`src/rtl/miter_sweep_sched_if.sv`:
```
// Handshake and data bundle for the equivalence-sweep scheduler.
// The controller side uses the master modport. The scheduler uses the slave modport.
// The optional per-partition mask port exists only when CMP_MASK_EN is defined.
interface miter_sweep_sched_if #(
    parameter int NPART = 8,
    parameter int WIDTH = 8,
    parameter int CNT_W = 16
);
    localparam int IDX_W = (NPART > 1) ? $clog2(NPART) : 1;

    logic                   start;
    logic                   continuous;
    logic                   abort;
    logic                   clear;
    logic [NPART*WIDTH-1:0] gold_bus;
    logic [NPART*WIDTH-1:0] gate_bus;
`ifdef CMP_MASK_EN
    logic [NPART-1:0]       mask;
`endif
    logic                   busy;
    logic                   done;
    logic                   mismatch;
    logic [IDX_W-1:0]       first_idx;
    logic [WIDTH-1:0]       first_gold;
    logic [WIDTH-1:0]       first_gate;
    logic [CNT_W-1:0]       mismatch_cnt;
    logic [CNT_W-1:0]       sweep_cnt;

    modport master (
        output start, continuous, abort, clear, gold_bus, gate_bus,
`ifdef CMP_MASK_EN
        output mask,
`endif
        input  busy, done, mismatch, first_idx, first_gold, first_gate,
        input  mismatch_cnt, sweep_cnt
    );

    modport slave (
        input  start, continuous, abort, clear, gold_bus, gate_bus,
`ifdef CMP_MASK_EN
        input  mask,
`endif
        output busy, done, mismatch, first_idx, first_gold, first_gate,
        output mismatch_cnt, sweep_cnt
    );
endinterface

```
`src/rtl/miter_sweep_sched.sv`:
```
// Sequential equivalence-sweep scheduler. One WIDTH-bit comparator is
// time-shared across NPART gold/gate partition pairs. The scheduler scans
// one partition per cycle. It records a sticky mismatch, the first failing
// partition and its values, and saturating mismatch and sweep counts.
// Optional feature: define CMP_MASK_EN to add a per-partition compare mask.
module miter_sweep_sched #(
    parameter int NPART = 8,
    parameter int WIDTH = 8,
    parameter int CNT_W = 16
) (
    input logic               clk,
    input logic               rst,
    miter_sweep_sched_if.slave bus
);
    localparam int IDX_W = (NPART > 1) ? $clog2(NPART) : 1;

    typedef enum logic [1:0] {IDLE, SCAN, REPORT} state_t;

    state_t           state, state_nxt;
    logic [IDX_W-1:0] idx, idx_nxt;
    logic             busy_q, done_q;
    logic [WIDTH-1:0] gold_sel, gate_sel;
    logic             fail;
    logic             sweep_end;

    logic             mismatch_q;
    logic [IDX_W-1:0] first_idx_q;
    logic [WIDTH-1:0] first_gold_q, first_gate_q;
    logic [CNT_W-1:0] mismatch_cnt_q, sweep_cnt_q;

    // Select the partition pair currently under compare
    always_comb begin
        gold_sel = '0;
        gate_sel = '0;
        for (int unsigned i = 0; i < NPART; i++) begin
            if (idx == IDX_W'(i)) begin
                gold_sel = bus.gold_bus[i*WIDTH +: WIDTH];
                gate_sel = bus.gate_bus[i*WIDTH +: WIDTH];
            end
        end
        fail = (state == SCAN) && (gold_sel != gate_sel);
`ifdef CMP_MASK_EN
        if (bus.mask[idx]) fail = 1'b0;
`endif
        sweep_end = (state == REPORT) && !bus.abort;
    end

    // Next-state and next-index logic
    always_comb begin
        state_nxt = state;
        idx_nxt   = idx;
        case (state)
            IDLE: begin
                if (bus.start) begin
                    state_nxt = SCAN;
                    idx_nxt   = '0;
                end
            end
            SCAN: begin
                idx_nxt = idx + IDX_W'(1);
                if (idx == IDX_W'(NPART - 1)) begin
                    state_nxt = REPORT;
                    idx_nxt   = '0;
                end
            end
            REPORT: begin
                idx_nxt   = '0;
                state_nxt = bus.continuous ? SCAN : IDLE;
            end
            default: begin
                state_nxt = IDLE;
                idx_nxt   = '0;
            end
        endcase
        if (bus.abort && state != IDLE) begin
            state_nxt = IDLE;
            idx_nxt   = '0;
        end
    end

    // State register. busy/done are registered from the next state.
    // An abort that arrives while done is already high cannot retract it.
    // That abort still blocks the sweep count.
    always_ff @(posedge clk or negedge rst) begin
        if (!rst) begin
            state  <= IDLE;
            idx    <= '0;
            busy_q <= 1'b0;
            done_q <= 1'b0;
        end else begin
            state  <= state_nxt;
            idx    <= idx_nxt;
            busy_q <= (state_nxt != IDLE);
            done_q <= (state_nxt == REPORT);
        end
    end

    // Result registers. Clear discards any same-cycle failure or sweep completion.
    always_ff @(posedge clk or negedge rst) begin
        if (!rst) begin
            mismatch_q     <= 1'b0;
            first_idx_q    <= '0;
            first_gold_q   <= '0;
            first_gate_q   <= '0;
            mismatch_cnt_q <= '0;
            sweep_cnt_q    <= '0;
        end else if (bus.clear) begin
            mismatch_q     <= 1'b0;
            first_idx_q    <= '0;
            first_gold_q   <= '0;
            first_gate_q   <= '0;
            mismatch_cnt_q <= '0;
            sweep_cnt_q    <= '0;
        end else begin
            if (fail) begin
                if (mismatch_cnt_q != '1) mismatch_cnt_q <= mismatch_cnt_q + CNT_W'(1);
                if (!mismatch_q) begin
                    mismatch_q   <= 1'b1;
                    first_idx_q  <= idx;
                    first_gold_q <= gold_sel;
                    first_gate_q <= gate_sel;
                end
            end
            if (sweep_end && sweep_cnt_q != '1) sweep_cnt_q <= sweep_cnt_q + CNT_W'(1);
        end
    end

    assign bus.busy         = busy_q;
    assign bus.done         = done_q;
    assign bus.mismatch     = mismatch_q;
    assign bus.first_idx    = first_idx_q;
    assign bus.first_gold   = first_gold_q;
    assign bus.first_gate   = first_gate_q;
    assign bus.mismatch_cnt = mismatch_cnt_q;
    assign bus.sweep_cnt    = sweep_cnt_q;
endmodule

```
`src/flat_wrapper.sv`:
```
// flat-port wrapper written by rule: the top's interface ports become plain ports
module miter_sweep_sched_flat 
#(
    parameter int NPART = 8,
    parameter int WIDTH = 8,
    parameter int CNT_W = 16
)
  (clk, rst, bus_start, bus_continuous, bus_abort, bus_clear, bus_gold_bus, bus_gate_bus, bus_busy, bus_done, bus_mismatch, bus_first_idx, bus_first_gold, bus_first_gate, bus_mismatch_cnt, bus_sweep_cnt);
  miter_sweep_sched_if #(.NPART(NPART), .WIDTH(WIDTH), .CNT_W(CNT_W)) bus_i ();
  input logic clk;
  input logic rst;
  input wire logic [$bits(bus_i.start)-1:0] bus_start;
  input wire logic [$bits(bus_i.continuous)-1:0] bus_continuous;
  input wire logic [$bits(bus_i.abort)-1:0] bus_abort;
  input wire logic [$bits(bus_i.clear)-1:0] bus_clear;
  input wire logic [$bits(bus_i.gold_bus)-1:0] bus_gold_bus;
  input wire logic [$bits(bus_i.gate_bus)-1:0] bus_gate_bus;
  output wire logic [$bits(bus_i.busy)-1:0] bus_busy;
  output wire logic [$bits(bus_i.done)-1:0] bus_done;
  output wire logic [$bits(bus_i.mismatch)-1:0] bus_mismatch;
  output wire logic [$bits(bus_i.first_idx)-1:0] bus_first_idx;
  output wire logic [$bits(bus_i.first_gold)-1:0] bus_first_gold;
  output wire logic [$bits(bus_i.first_gate)-1:0] bus_first_gate;
  output wire logic [$bits(bus_i.mismatch_cnt)-1:0] bus_mismatch_cnt;
  output wire logic [$bits(bus_i.sweep_cnt)-1:0] bus_sweep_cnt;
  assign bus_i.start = bus_start;
  assign bus_i.continuous = bus_continuous;
  assign bus_i.abort = bus_abort;
  assign bus_i.clear = bus_clear;
  assign bus_i.gold_bus = bus_gold_bus;
  assign bus_i.gate_bus = bus_gate_bus;
  assign bus_busy = bus_i.busy;
  assign bus_done = bus_i.done;
  assign bus_mismatch = bus_i.mismatch;
  assign bus_first_idx = bus_i.first_idx;
  assign bus_first_gold = bus_i.first_gold;
  assign bus_first_gate = bus_i.first_gate;
  assign bus_mismatch_cnt = bus_i.mismatch_cnt;
  assign bus_sweep_cnt = bus_i.sweep_cnt;
  miter_sweep_sched #(.NPART(NPART), .WIDTH(WIDTH), .CNT_W(CNT_W)) u_core (.clk(clk), .rst(rst), .bus(bus_i));
endmodule
```
`config.mk`:
```
export PLATFORM = sky130hd
export DESIGN_NAME = miter_sweep_sched_flat
export DESIGN_NICKNAME = d
export VERILOG_FILES = /design/src/rtl/miter_sweep_sched_if.sv /design/src/rtl/miter_sweep_sched.sv /design/src/flat_wrapper.sv
export SDC_FILE = /design/constraint.sdc
export NUM_CORES = 1
export LEC_CHECK = 0
export CORE_MARGIN = 2
export CORE_UTILIZATION = 48
export CTS_CLUSTER_SIZE = 14
export DETAILED_ROUTE_END_ITERATION = 8
export GPL_TIMING_DRIVEN = 0
export PLACE_DENSITY_LB_ADDON = 0.12
export SKIP_CTS_REPAIR_TIMING = 1
export SYNTH_ARGS = -nofsm -noshare
export SYNTH_HDL_FRONTEND = slang
export SYNTH_SLANG_ARGS = --single-unit
```
`constraint.sdc`:
```
create_clock -name clk -period 8.72 [get_ports clk]
set_clock_uncertainty 0.15 [all_clocks]
set_input_delay 0.872 -clock clk [delete_from_list [all_inputs] [get_ports clk]]
set_output_delay 0.872 -clock clk [all_outputs]
set_load 0.01 [all_outputs]
```
Yosys cells after proc, flatten, opt, wreduce, memory -nomap -nowiden
Cells that the tools add are included.
- add/subtract/negate cells: 3
- equal/unequal tests: 15
- mux-type cells: 41
- reduce and logical (&&, ||, !) cells: 14
- operators by type and width (kind ; number):
    8-bit two-way mux ; 22
    16-bit two-way mux ; 5
    16-bit by 1-bit adder with 16-bit output (second input constant) ; 2
    16-bit != test (second input constant) ; 2
    3-bit two-way mux ; 6
    3-bit == test (second input constant) ; 4
    2-bit nonzero test ; 5
    8-bit != test ; 1
    3-bit by 2-bit == test with 1-bit output (second input constant) ; 2
    2-bit two-way mux ; 3
    2-bit case mux with 3 select lines ; 1
    3-bit case mux with 2 select lines ; 1
    2-bit == test (second input constant) ; 2
    1-bit logical AND ; 4
    2-bit AND reduction ; 2
    3-bit by 1-bit adder with 3-bit output (second input constant) ; 1
    3-bit by 1-bit == test with 1-bit output (second input constant) ; 1
    3-bit logical NOT ; 1
    1-bit two-way mux ; 3
    3-bit by 2-bit != test with 1-bit output (second input constant) ; 1
    2-bit by 1-bit == test with 1-bit output (second input constant) ; 1
    2-bit logical NOT ; 1
    2-bit != test (second input constant) ; 1
    1-bit logical NOT ; 1
- register bits: 59
- bits of input ports: 134
- output and inout port bits: 54
- logic and storage cells: 83

Longest topological paths before layout
- depth in word-level cells: 13
- gate-level depth with buffers: 17
- gate-level depth less buffers: 11

Worst setup path after synthesis
No wires, ideal clock.
- kind: register -> register
- start: reg u_core.idx[2]
- end: reg u_core.mismatch_cnt_q[12] (netlist: u_core.bus.mismatch_cnt[12])
- setup time: 78 ps
- arrival time: 3167 ps
- required time: 8492 ps
- path slack: 5325 ps
- cell stages (with the launch flop): 17
- path buffers: 5
- clock period less this slack: 3395 ps
- cell sequence: dfrtp_1 buf_4 inv_2 buf_2 ha_1 buf_4 a22o_1 a31o_1 a221oi_1 o31ai_4 xor2_1 nor4_2 and3_1 buf_6 buf_6 or4_1 a21oi_1
- cells in the longest elaborated chain, start to end: 13
- elaborated cells between the ends (all ways): 28
- classes of those cells: 8 x eq/ne; 16 x mux; 4 x reduce/logical
- RTL lines (element ; line ; text):
    start: declaration ; miter_sweep_sched.sv:20 ; logic [IDX_W-1:0] idx, idx_nxt;
    start signal: assignment ; miter_sweep_sched.sv:92 ; idx <= idx_nxt;
    3-bit logical NOT ; miter_sweep_sched.sv:36 ; if (idx == IDX_W'(i)) begin
    8-bit two-way mux (8 in a row) ; miter_sweep_sched.sv:36 ;
    8-bit != test * ; miter_sweep_sched.sv:41 ; fail = (state == SCAN) && (gold_sel != gate_sel);
    1-bit logical AND * ; miter_sweep_sched.sv:41 ;
    2-bit nonzero test (no line) * ; n/a ;
    2-bit AND reduction (no line) * ; n/a ;
    end signal: assignment ; miter_sweep_sched.sv:116 ; if (mismatch_cnt_q != '1) mismatch_cnt_q <= mismatch_cnt_q + CNT_W'(1);
    end: declaration ; miter_sweep_sched.sv:29 ; logic [CNT_W-1:0] mismatch_cnt_q, sweep_cnt_q;
Every way passes the cells marked *; elsewhere a longest branch is shown, timed or not.
A chain may end at the register's enable or synchronous reset.

Worst setup path after layout
- start: reg u_core.idx[2]
- end: reg u_core.mismatch_cnt_q[6] (netlist: u_core.bus.mismatch_cnt[6])
The elaborated chain is that of the path after synthesis.

==> impl_metrics.ini <==
[sta]
max_frequency_mhz = 247
timing.final.crit_period_ns = 4.05
grt_setup_unrepaired = no
fin_crit_sh_pct = 46.4
timing_max_transition_violations_final = 0
final.setup.tns_ns = 0
worstMarginPinSlew_ns = 0.613
worst_hold_slack_ns = 0.349
relSlewSlack_pct = 58.7
setup_violations = 0
finalHoldViolCount = 0

[setup_path]
critPathCaptureType = register
critical_path.startpoint_type = register
critical_path.cell_chain = buf_4 > inv_2 > buf_2 > ha_1 > buf_4 > buf_4 > nand2_1 > a21oi_1 > a31oi_1 > o21ai_1 > xor2_1 > nor4_2 > and3_1 > buf_6 > buf_2 > nor2_1 > mux2_2
critPathRequiredTime_ns = 8.81
critPathKind = reg -> reg
critPathMostFrequentCell = sky130_fd_sc_hd__buf_4
timing.critical_path.slowest_stage_cell = sky130_fd_sc_hd__o21ai_1
timing.critical_path.fanout_max = 10
timing.critical_path.arrival_ns = 4.14
critical_path.max_stage_delay_ns = 0.44

[power_and_ir_drop]
p_leak_nw = 2.81
overall_power_after_layout_mw = 0.979
peakVddDrop_mv = 0.118
power.density_mw_per_mm2 = 140

[global_routing]
grt.total_usage_pct = 33.6
grt_first_pass_wirelength_mm = 28.5
pin_count_of_the_biggest_net_entering_global_routing = 39
number_of_antenna_violations_at_the_first_check_in_global_routing = 0
globalRouteOverflowTotal = 0
number_of_global_route_vias_before_repair = 5192

[job]
max-cap-violations = 0

[logic_synthesis]
synth_top_flop_cell = sky130_fd_sc_hd__dfrtp_1
synth_area_mm2 = 0.00476
synth-edff-count = 0
syn-instance-count = 594
avgSynthCellArea_um2 = 8.02
synthesis.nets = 736
synth-async-reset-ratio_pct = 100
ys_warn_count = 0
synth_sequential_area_ratio_pct = 31.0
yosysUniqueCellTypes = 65
ys_seq_elements = 59

[clocking]
worstSkewPairLatency_ns = 0.35
clkTransAtPathRegs_ns = 0.07
cts_tree = done
clock_tree_sinks = 59
root_buffer = sky130_fd_sc_hd__clkbuf_8
number_of_clock_buffers_inserted_by_tritoncts = 9
clock_path_buffers = 2
htree_levels = 3

[layout]
finalNetCount = 934
flow.area_growth_from_synthesis_pct = 47.0
antenna_cells_inserted = 0
drive_above_1_share_pct = 9.66
num-fill-cells = 782
layout.cells.non_filler = 930

[drt]
drt_iter0_markers = 342
drt.antenna.violating_nets = 0
number_of_remaining_drc_errors = 0
drt_pass1_iterations = 6
routed_wire_length_per_instance_um = 19.8
postRouteWirelength_mm = 18.4
routed-via-count = 5473
viasPerCell = 5.88

[place]
dp.final_hpwl_mm = 14.1
post-place-cells = 914
portBuffers = 186
gp_congestion = 0.943

[die]
dieWidth_um = 104
placementRows = 36
ioPinCount = 188
floorplan.die_area_mm2 = 0.0107
starting_density_of_the_core_pct = 49.2
dieHeight_um = 104
fp.coreArea_mm2 = 0.00968

[hold_path]
worst_hold_path_type = in -> async

[outcome]
outcome = complete, no violations
==> registers in the layout (all words and copies together), names as in the netlist <==
name and cells:
u_core.bus.mismatch_cnt 16, u_core.bus.sweep_cnt 16, u_core.bus.first_gate 8, u_core.bus.first_gold 8
u_core.bus.first_idx 3, u_core.idx 3, u_core.state 2, u_core.bus.busy 1
u_core.bus.done 1, u_core.bus.mismatch 1
==> routing by layer <==
layer | part of all wire, % | GRT usage (%)
met4 | 3.6 | 11.7
met5 | 0 | 0
met2 | 47 | 56.3
met3 | 8.8 | 7.99
met1 | 40 | 42.4
==> Yosys cell counts, drive strengths merged (3+ instances only) <==
cell | count | area, um2
and3 | 8 | 50.1
and4 | 3 | 26.3
nand3 | 26 | 130
dfrtp | 59 | 1480
buf | 36 | 287
and2 | 7 | 46.3
or3 | 4 | 25.0
o21ai | 42 | 210
or4 | 7 | 52.6
a22o | 4 | 35.0
mux2i | 21 | 210
a211oi | 4 | 35.0
nand4 | 7 | 43.8
mux2 | 7 | 78.8
a31oi | 20 | 125
nor2 | 63 | 258
nor2b | 21 | 131
nor3b | 3 | 27.5
o211ai | 15 | 118
nor3 | 11 | 55.1
nand2 | 79 | 297
inv | 11 | 41.3
o221a | 3 | 33.8
ha | 8 | 100
xor2 | 14 | 123
nand2b | 21 | 139
a221oi | 8 | 76.3
a21oi | 37 | 185
o31ai | 9 | 81.3
clkbuf | 12 | 45.0
==> metrics by stage <==
step / instance area, um2 / utilization, % / setup WS [ns]
detailed placement: 6810 / 70.3 / 4.76
CTS: 7000 / 72.3 / 4.75
floorplan: 4760 / - / 5.32
global route: 7000 / 72.3 / 4.59
global placement: 6790 / 70.1 / 4.83
finish: 7000 / 72.3 / 4.67
==> cells by family (layout without fill, tap and decap cells) <==
family                   Yosys count  in the layout  share of synthesized area, %
AO/OA/AOI/OAI                    160            160                          22.4
XOR/XNOR                          16             16                          2.94
adder cells (fa/ha/maj)            8              8                          2.10
buffers and inverters             59            262                          7.83
flip-flops                        59             59                          31.0
multiplexers                      28             28                          6.07
AND/OR/NAND/NOR                  264            264                          27.6
==> path summary, 6_finish.rpt <==
kind | start | end | slack (ns) | cells after the start
worst max-delay path | u_core.idx[2] | u_core.bus.mismatch_cnt[6] | 4.67 | 17
worst min-delay path | rst | u_core.bus.first_gate[6] | 0.35 | 1
worst max register to register | u_core.idx[2] | u_core.bus.mismatch_cnt[6] | 4.67 | 17
worst min register to register | u_core.bus.first_gate[3] | u_core.bus.first_gate[3] | 0.37 | 2
max in group asynchronous | rst | u_core.bus.sweep_cnt[12] | 7.46 | 2
min in group clk | u_core.bus.first_gate[3] | u_core.bus.first_gate[3] | 0.37 | 2
==> area by class of cell <==
| type | count | area [um2] | area share, % |
|---|---|---|---|
| buffer | 48 | 332 | 4.74 |
| clock buffer | 12 | 145 | 2.07 |
| clock inverter | 4 | 50.0 | 0.715 |
| inverter | 11 | 41.3 | 0.590 |
| multi-input combinational | 476 | 2910 | 41.6 |
| sequential | 59 | 1480 | 21.1 |
| tap | 133 | 166 | 2.38 |
| timing repair buffer | 187 | 1880 | 26.8 |
==> power breakdown <==
part           total [mW]  switching, mW  internal [mW]
Combinational       0.425          0.220          0.205
Sequential          0.304         0.0134          0.290
Clock               0.251          0.111          0.139
Total               0.979          0.344          0.635
==> cells in the final DEF, fill, tap and decap left out, types with 11 or more instances in the layout <==
| master | instances |
|---|---|
| sky130_fd_sc_hd__clkdlybuf4s50_1 | 185 |
| sky130_fd_sc_hd__nand2_1 | 79 |
| sky130_fd_sc_hd__nor2_1 | 60 |
| sky130_fd_sc_hd__dfrtp_1 | 59 |
| sky130_fd_sc_hd__a21oi_1 | 37 |
| sky130_fd_sc_hd__nand3_1 | 26 |
| sky130_fd_sc_hd__o21ai_1 | 25 |
| sky130_fd_sc_hd__nor2b_1 | 21 |
| sky130_fd_sc_hd__mux2i_1 | 21 |
| sky130_fd_sc_hd__nand2b_1 | 20 |
| sky130_fd_sc_hd__a31oi_1 | 20 |
| sky130_fd_sc_hd__o21ai_0 | 17 |
| sky130_fd_sc_hd__clkbuf_1 | 14 |
| sky130_fd_sc_hd__o211ai_1 | 14 |
| sky130_fd_sc_hd__xor2_1 | 14 |
| sky130_fd_sc_hd__buf_6 | 13 |
| sky130_fd_sc_hd__buf_2 | 11 |
| sky130_fd_sc_hd__nor3_1 | 11 |
| sky130_fd_sc_hd__buf_4 | 11 |
==> worst max-delay path, delay by kind of cell (launching register included) <==
family	cells	cell delay, ns
compound gates	3	0.66
xor+xnor	1	0.15
fa+ha+maj	1	0.18
buf+inv	7	1.29
flops	1	0.41
mux	1	0.28
simple gates	4	0.79
Power figures use the tool's default switching activity.
